## src/rtl/posit_round_pack.sv

```systemverilog
// Two-stage round-to-nearest-even and pack stage for the posit square-root result.
// Stage 1 assembles and left-justifies the posit bit string; stage 2 rounds, saturates and packs.
package posit_pkg;
  typedef enum logic [1:0] {
    POSIT32 = 2'd0,
    POSIT16 = 2'd1,
    POSIT8  = 2'd2,
    POSIT64 = 2'd3
  } posit_format_e;

  function automatic int unsigned posit_width(input posit_format_e f);
    case (f)
      POSIT16: return 16;
      POSIT8:  return 8;
      POSIT64: return 64;
      default: return 32;
    endcase
  endfunction

  function automatic int unsigned exp_bits(input posit_format_e f);
    case (f)
      POSIT16: return 1;
      POSIT8:  return 1;
      POSIT64: return 3;
      default: return 2;
    endcase
  endfunction
endpackage

module posit_round_pack
  import posit_pkg::*;
#(
  parameter posit_format_e pFormat = posit_format_e'(0)
) (
  input  logic                                  clk_i,
  input  logic                                  rst_ni,
  input  logic                                  in_valid_i,
  output logic                                  in_ready_o,
  input  logic                                  nar_i,
  input  logic                                  zero_i,
  input  logic                                  sign_exp_i,
  input  logic [$clog2(posit_width(pFormat))+4:0] regime_i,
  input  logic [exp_bits(pFormat)-1:0]          exp_i,
  input  logic [2*posit_width(pFormat)-1:0]     mant_i,
  output logic                                  out_valid_o,
  input  logic                                  out_ready_i,
  output logic [posit_width(pFormat)-1:0]       result_o,
  output logic                                  inexact_o
);
  localparam int unsigned N  = posit_width(pFormat);
  localparam int unsigned ES = exp_bits(pFormat);
  localparam int unsigned RS = $clog2(N);
  localparam int unsigned RW = RS + 5;
  localparam int unsigned W  = 3 * N + ES;
  localparam int unsigned TW = 2 * N + ES;

  typedef struct packed {
    logic [N-2:0] kept;
    logic         guard;
    logic         sticky;
    logic         sat;
    logic         sign_exp;
    logic         nar;
    logic         zero;
  } s1_payload_t;

  logic        s1_valid, s2_valid;
  s1_payload_t s1_q;

  logic        advance_c, s1_en_c, in_fire_c;
  logic        sat_c;
  logic [RW-1:0] r_eff_c;
  logic [W-1:0]  fill_c, tail_c, str_c;
  s1_payload_t   s1_d_c;
  logic          hidden_unused_c;

  // Handshake: s1 may also refill into a bubble while s2 is stalled.
  assign advance_c  = !s2_valid || out_ready_i;
  assign s1_en_c    = advance_c || !s1_valid;
  assign in_ready_o = s1_en_c;
  assign in_fire_c  = in_valid_i && in_ready_o;
  assign out_valid_o = s2_valid;

  // The hidden bit is implied by the terminator position and never shifted in.
  assign hidden_unused_c = mant_i[2*N-1];

  // Stage 1: regime run, terminator, exponent and fraction, left-justified.
  always_comb begin
    sat_c   = (regime_i >= RW'(N - 1));
    r_eff_c = (regime_i == '0) ? RW'(1) : regime_i;
    if (sat_c) r_eff_c = RW'(1);
    fill_c  = ~({W{1'b1}} >> r_eff_c) & {W{~sign_exp_i}};
    tail_c  = {sign_exp_i, exp_i, mant_i[2*N-2:0], {(W-TW){1'b0}}} >> r_eff_c;
    str_c   = fill_c | tail_c;

    s1_d_c          = '0;
    s1_d_c.kept     = str_c[W-1 -: N-1];
    s1_d_c.guard    = str_c[W-N];
    s1_d_c.sticky   = |str_c[W-N-1:0];
    s1_d_c.sat      = sat_c;
    s1_d_c.sign_exp = sign_exp_i;
    s1_d_c.nar      = nar_i;
    s1_d_c.zero     = zero_i;
  end

  always_ff @(posedge clk_i or negedge rst_ni) begin
    if (!rst_ni) begin
      s1_valid <= 1'b0;
      s1_q     <= '0;
    end else begin
      if (s1_en_c)   s1_valid <= in_valid_i;
      if (in_fire_c) s1_q     <= s1_d_c;
    end
  end

  logic         rnd_c;
  logic [N-2:0] sum_c;
  logic [N-1:0] res_c;
  logic         inx_c;

  // Stage 2: specials in priority order, otherwise round-to-nearest-even.
  always_comb begin
    res_c = '0;
    inx_c = 1'b0;
    rnd_c = s1_q.guard & (s1_q.sticky | s1_q.kept[0]);
    sum_c = (N-1)'(s1_q.kept + (N-1)'(rnd_c));
    if (s1_q.nar) begin
      res_c = {1'b1, {(N-1){1'b0}}};
    end else if (s1_q.zero) begin
      res_c = '0;
    end else if (s1_q.sat) begin
      res_c = s1_q.sign_exp ? N'(1) : {1'b0, {(N-1){1'b1}}};
    end else begin
      res_c = {1'b0, sum_c};
      if (sum_c == '0) res_c = N'(1);
      inx_c = s1_q.guard | s1_q.sticky;
    end
  end

  always_ff @(posedge clk_i or negedge rst_ni) begin
    if (!rst_ni) begin
      s2_valid  <= 1'b0;
      result_o  <= '0;
      inexact_o <= 1'b0;
    end else if (advance_c) begin
      s2_valid <= s1_valid;
      if (s1_valid) begin
        result_o  <= res_c;
        inexact_o <= inx_c;
      end
    end
  end
endmodule
```

## config.mk

```make
export PLATFORM = sky130hd
export DESIGN_NAME = posit_round_pack
export DESIGN_NICKNAME = d
export VERILOG_FILES = /design/src/rtl/posit_round_pack.sv
export SDC_FILE = /design/constraint.sdc
export NUM_CORES = 1
export LEC_CHECK = 0
export CAP_MARGIN = 20
export CORE_UTILIZATION = 58
export DETAILED_ROUTE_END_ITERATION = 10
export DONT_BUFFER_PORTS = 1
export PLACE_DENSITY_LB_ADDON = 0.15
export SYNTH_ARGS = -nofsm -noshare
export SYNTH_HDL_FRONTEND = slang
export SYNTH_SLANG_ARGS = --single-unit
export TNS_END_PERCENT = 20
```

## constraint.sdc

```tcl
create_clock -name clk_i -period 3.82 [get_ports clk_i]
set_input_delay 0.764 -clock clk_i [delete_from_list [all_inputs] [get_ports clk_i]]
set_output_delay 0.764 -clock clk_i [all_outputs]
set_load 0.05 [all_outputs]
```

After elaboration in Yosys (flattened, before gate mapping):

Cells that the tools add are included.

* bitwise operators: 7
* magnitude comparators: 1
* muxes and demuxes: 10
* shift operators: 2
* add/subtract/negate cells: 1
* reduce and logical (&&, ||, !) cells: 9

Operators by type and width (count)
* 31-bit two-way mux: 4
* 98-bit bitwise AND: 1
* 98-bit inverter: 1
* 98-bit OR: 1
* 98-bit by 10-bit right shift with 98-bit output: 1
* 98-bit by 10-bit right shift with 98-bit output, first input constant: 1
* 66-bit OR reduction: 1
* 32-bit two-way mux: 1
* 31-bit by 1-bit adder with 31-bit output: 1
* 31-bit logical NOT: 1
* 10-bit two-way mux: 2
* 10-bit by 5-bit greater-or-equal comparator with 1-bit output, second input constant: 1
* 10-bit logical NOT: 1
* 1-bit two-way mux: 3
* 1-bit logical NOT: 2
* 1-bit logical OR: 2
* 1-bit OR: 2
* 2-bit AND reduction: 1
* 1-bit bitwise AND: 1
* 1-bit logical AND: 1
* 1-bit inverter: 1

* output and inout bits: 35
* register bits: 72
* logic and storage cells: 41
* input bits: 83

Longest topological paths before layout:

* word-level depth: 8
* depth in mapped cells: 16
* depth with buffers taken out: 13

Least setup slack after synthesis:

OpenSTA, ideal clock, no wires.

* kind: input-to-reg
* start point: in regime_i[2]
* end point: reg s1_q[4] (netlist name)
* data required time: 3680 ps
* arrival: 3780 ps
* path buffers: 3
* path slack: -100 ps
* stages: 13
* setup time: 140 ps
* cells stage by stage: buf_2 or4_4 nand4_2 buf_4 buf_4 mux2i_1 nand2_1 a311o_1 o32ai_1 nand4b_1 or4_1 a2111oi_0 a31oi_1

* cells in the longest elaborated chain, start to end: 8
* elaborated cells between the ends (all ways): 10
* those cells by class: order compare (1); shift (2); mux (2); bitwise (3); reduce/logical (2)

Ends and longest elaborated chain
* start, declared: RTL line 42 `input logic [$clog2(posit_width(pFormat))+4:0] regime_i,`
* parallel branches: the longest is 2 deep, another holds 10-bit by 5-bit greater-or-equal comparator with 1-bit output
* 10-bit two-way mux (*): RTL line 91 `if (sat_c) r_eff_c = RW'(1);`
* 98-bit by 10-bit right shift with 98-bit output: RTL line 92 `fill_c = ~({W{1'b1}} >> r_eff_c) & {W{~sign_exp_i}};`
* 98-bit inverter: RTL line 92
* 98-bit bitwise AND: RTL line 92
* 98-bit OR (*): RTL line 94 `str_c = fill_c | tail_c;`
* 66-bit OR reduction (*): RTL line 99 `s1_d_c.sticky = |str_c[W-N-1:0];`
* end signal, assigned: RTL line 109 `s1_q <= '0;`
* end signal, assigned: RTL line 112 `if (in_fire_c) s1_q <= s1_d_c;`
* end, declared: RTL line 68 `s1_payload_t s1_q;`

Every way passes the cells marked *.
A chain may end at the register's enable or synchronous reset.

Worst setup path in the final report:

* start point: in regime_i[1]
* end point: reg s1_q[4] (netlist name)

The elaborated chain is that of the path after synthesis.

==> impl_metrics.csv <==
group,metric,value,unit
outcome,status,"finished, final reports clean",
timing,setup_slack,0.1216,ns
synthesis,synth_top_area_cell,"dfrtp_1",
power,power_frac_clock,0.295,
timing,finalClockSkew,0.006578,ns
final_layout,design_area,10320,um2
job,cap_violations,0,
floorplanning,pin_count,118,
floorplanning,rows,43,
power,p_switching,1.166,mW
setup_path,worstSetupPathType,"input port to register",
cts,post-cts-setup-buffers,0,
global_routing,grt_pass1_vias,10335,
timing,finalCritPeriodShare,0.9682,
cts,clk_pin_slew,0.06,ns
power,power_leakage,4.404,nW
power,comb_power_share,0.277,
synthesis,synth_area_leaders,"dfrtp_1, mux2i_1, nand2_1, o21ai_0, a21oi_1",
final_layout,nNetsFinal,1397,
cts,cts_root_buffer,"clkbuf_16",
synthesis,syn_nets,1285,
synthesis,ys_warn_count,0,
timing,rsz0062_at_grt,"no",
global_routing,grt_overflow,0,
synthesis,yosysUniqueCellTypes,84,
cts,cts_resized,0,
power,internal_power,1.845,mW
placed_design,placed_area,9986,um2
cts,holdBufCountCts,0,
timing,fin_crit,3.698,ns
timing,hold_ws,0.1196,ns
global_routing,grt_max_degree,73,
routing,post_drt_wl_per_cell,24.81,um
cts,clkSinkCount,72,
setup_path,ff2ff_path_depth,13,
floorplanning,start_util,0.6053,
final_layout,final_util,0.7325,
final_layout,areaGrowthSynthToFinish,21.01,%
setup_path,required,4.01,ns
cts,htreeDepth,3,
final_layout,finalNonFillerCells,1498,
routing,drtIter0Drc,1448,
floorplanning,die_w,123.3,um
floorplanning,die_h,123.3,um
placed_design,io_buffers,0,
synthesis,async_reset_ff_frac,1.000,
timing,finalMaxSlewViolations,0,
setup_path,worstPathArrival,3.89,ns
synthesis,synth_area,8532,um2
placed_design,place_inst,1481,
timing,hold_violations,0,
placed_design,dp_hpwl,28190,um
routing,drt-vias-per-instance,7.294,
routing,ant_nets,0,
timing,setup_viol,0,
hold_path,hp-class,"input port to async pin",
routing,first_pass_iters,6,
cts,cts_tree,"built",
setup_path,path_max_fanout,36,
timing,max_slew_margin,0.3580,
global_routing,grt_use_total,0.4983,
cts,numCtsBuffers,9,
placed_design,gp_congestion,1.140,
routing,drc,0,
setup_path,cp-end-kind,"register",
setup_path,crit_path_start_kind,"input port",
synthesis,synth_top_area_share,0.2112,
timing,max_freq,270.4,MHz
floorplanning,dieArea,15200,um2
cts,clock_latency,0.33,ns
power,pwr-share-seq,0.428,
synthesis,synth_seq_area_share,0.2112,
synthesis,syn_area_per_cell,7.110,um2
power,ir_drop,0.2656,mV
power,p_sw_frac,0.3872,
cts,clk_path_buf_depth,2,
power,power.density,291.6,nW/um2
global_routing,grt_pass1_wl,57020,um
placed_design,pre_cts_ws,-0.1094,ns
setup_path,rrSetupSlack,0.30,ns
global_routing,antenna_found_initial,2,
synthesis,ys.flop_type,"dfrtp_1",
final_layout,drive_above_1_share,0.1951,
routing,vias,10927,
floorplanning,fp.coreArea,14100,um2
routing,routed_wl,37160,um
synthesis,synth-edff-count,0,
synthesis,ys_ff_latch,72,
timing,tightestPinTransition,0.9594,ns
synthesis,netlist_instances,1200,
==> cells by family after synthesis <==
kind of cell               after synthesis  synth area share
DFF                                     72            0.2112
muxes                                   98            0.1188
and+or+nand+nor                        478            0.2666
xor gates and xnor gates                30           0.03080
adders and majority gates                2          0.002933
buffers and inverters                  115           0.05866
AOI/OAI and AO/OA                      405            0.3110
==> layer usage <==
layer / track usage / wire (um) / vias up
li1: - / - / 4771
met3: 0.1365 / 4580 / 275
met4: 0.4036 / 3578 / 2
met1: 0.5593 / 12620 / 4984
met5: 0 / 12 / -
met2: 0.7916 / 16360 / 895
==> area by class of cell <==
cell class	instances	area [um2]
antenna	1	2.502
sequential	72	1802
tap	180	225.2
multi-input combinational	1013	6287
inverter	13	48.80
fill	1157	3771
clock inverter	5	80.08
clock buffer	11	242.7
timing repair buffer	203	1637
==> through the flow <==
| step | power, mW | TNS (ns) |
|---|---|---|
| after floorplan | 1.808 | 0 |
| after global placement | 2.074 | -0.1073 |
| after detailed placement | 2.096 | -0.1094 |
| after CTS | 2.986 | 0 |
| after global routing | 3.144 | 0 |
| final | 3.011 | 0 |
==> cell usage after synthesis, drive strengths merged (5+ instances only) <==
library cell,n
xor2,13
a2111oi,5
a211oi,25
o221ai,12
o31ai,10
inv,12
and3,11
and2,11
a21o,7
a22oi,21
or3,9
a2bb2oi,8
o211ai,17
mux2,16
nor2,107
nand3,48
nor4,17
or4,6
o21ai,105
nor3,54
xnor2,17
a21oi,88
o22ai,28
a211o,5
buf,39
dfrtp,72
o32a,5
a32oi,5
a22o,5
nand4,16
a221oi,6
clkbuf,63
nand2,169
nand2b,9
a31oi,15
mux2i,81
==> worst max-delay path, cell delays in order <==
cell       delay, ns
or4_4           0.59
nand4_4         0.18
buf_12          0.13
buf_4           0.27
buf_4           0.19
mux2i_1         0.14
mux2_2          0.30
nor4_1          0.17
o32ai_1         0.18
or4_1           0.52
a2111oi_2       0.30
a31oi_1         0.16
==> power by group through the flow <==
stage	combinational, mW	sequential, mW	clock [mW]
after floorplan	0.548	1.26	0
after global placement	0.782	1.29	0
after detailed placement	0.797	1.30	0
final	0.833	1.29	0.889
after global routing	0.900	1.32	0.928
after CTS	0.807	1.29	0.893
==> sequential cells by signal (all words and copies together) (netlist names) <==
| name | count |
|---|---|
| s1_q | 37 |
| result_o | 32 |
| inexact_o | 1 |
| out_valid_o | 1 |
| s1_valid | 1 |
==> final timing paths <==
kind                             start           to
hold reg to reg                s1_q[2]      s1_q[2]
hold / removal                  rst_ni  out_valid_o
min in group clk_i             s1_q[2]      s1_q[2]
setup / recovery           regime_i[1]      s1_q[4]
max in group asynchronous       rst_ni     s1_q[22]
setup reg to reg               s1_q[4]  result_o[0]
==> cells in the final DEF (no fill, tap or decap), types with 25 or more instances in the layout <==
cell type / netlist / final
dfrtp_1: 72 / 72
nor2_1: 107 / 106
o22ai_1: 28 / 28
mux2i_1: 81 / 80
a21oi_1: 88 / 88
nor3_1: 54 / 54
o21ai_0: 102 / 102
buf_4: 6 / 194
a211oi_1: 25 / 25
nand3_1: 48 / 48
nand2_1: 167 / 167
(Power assumes the default switching activity.)
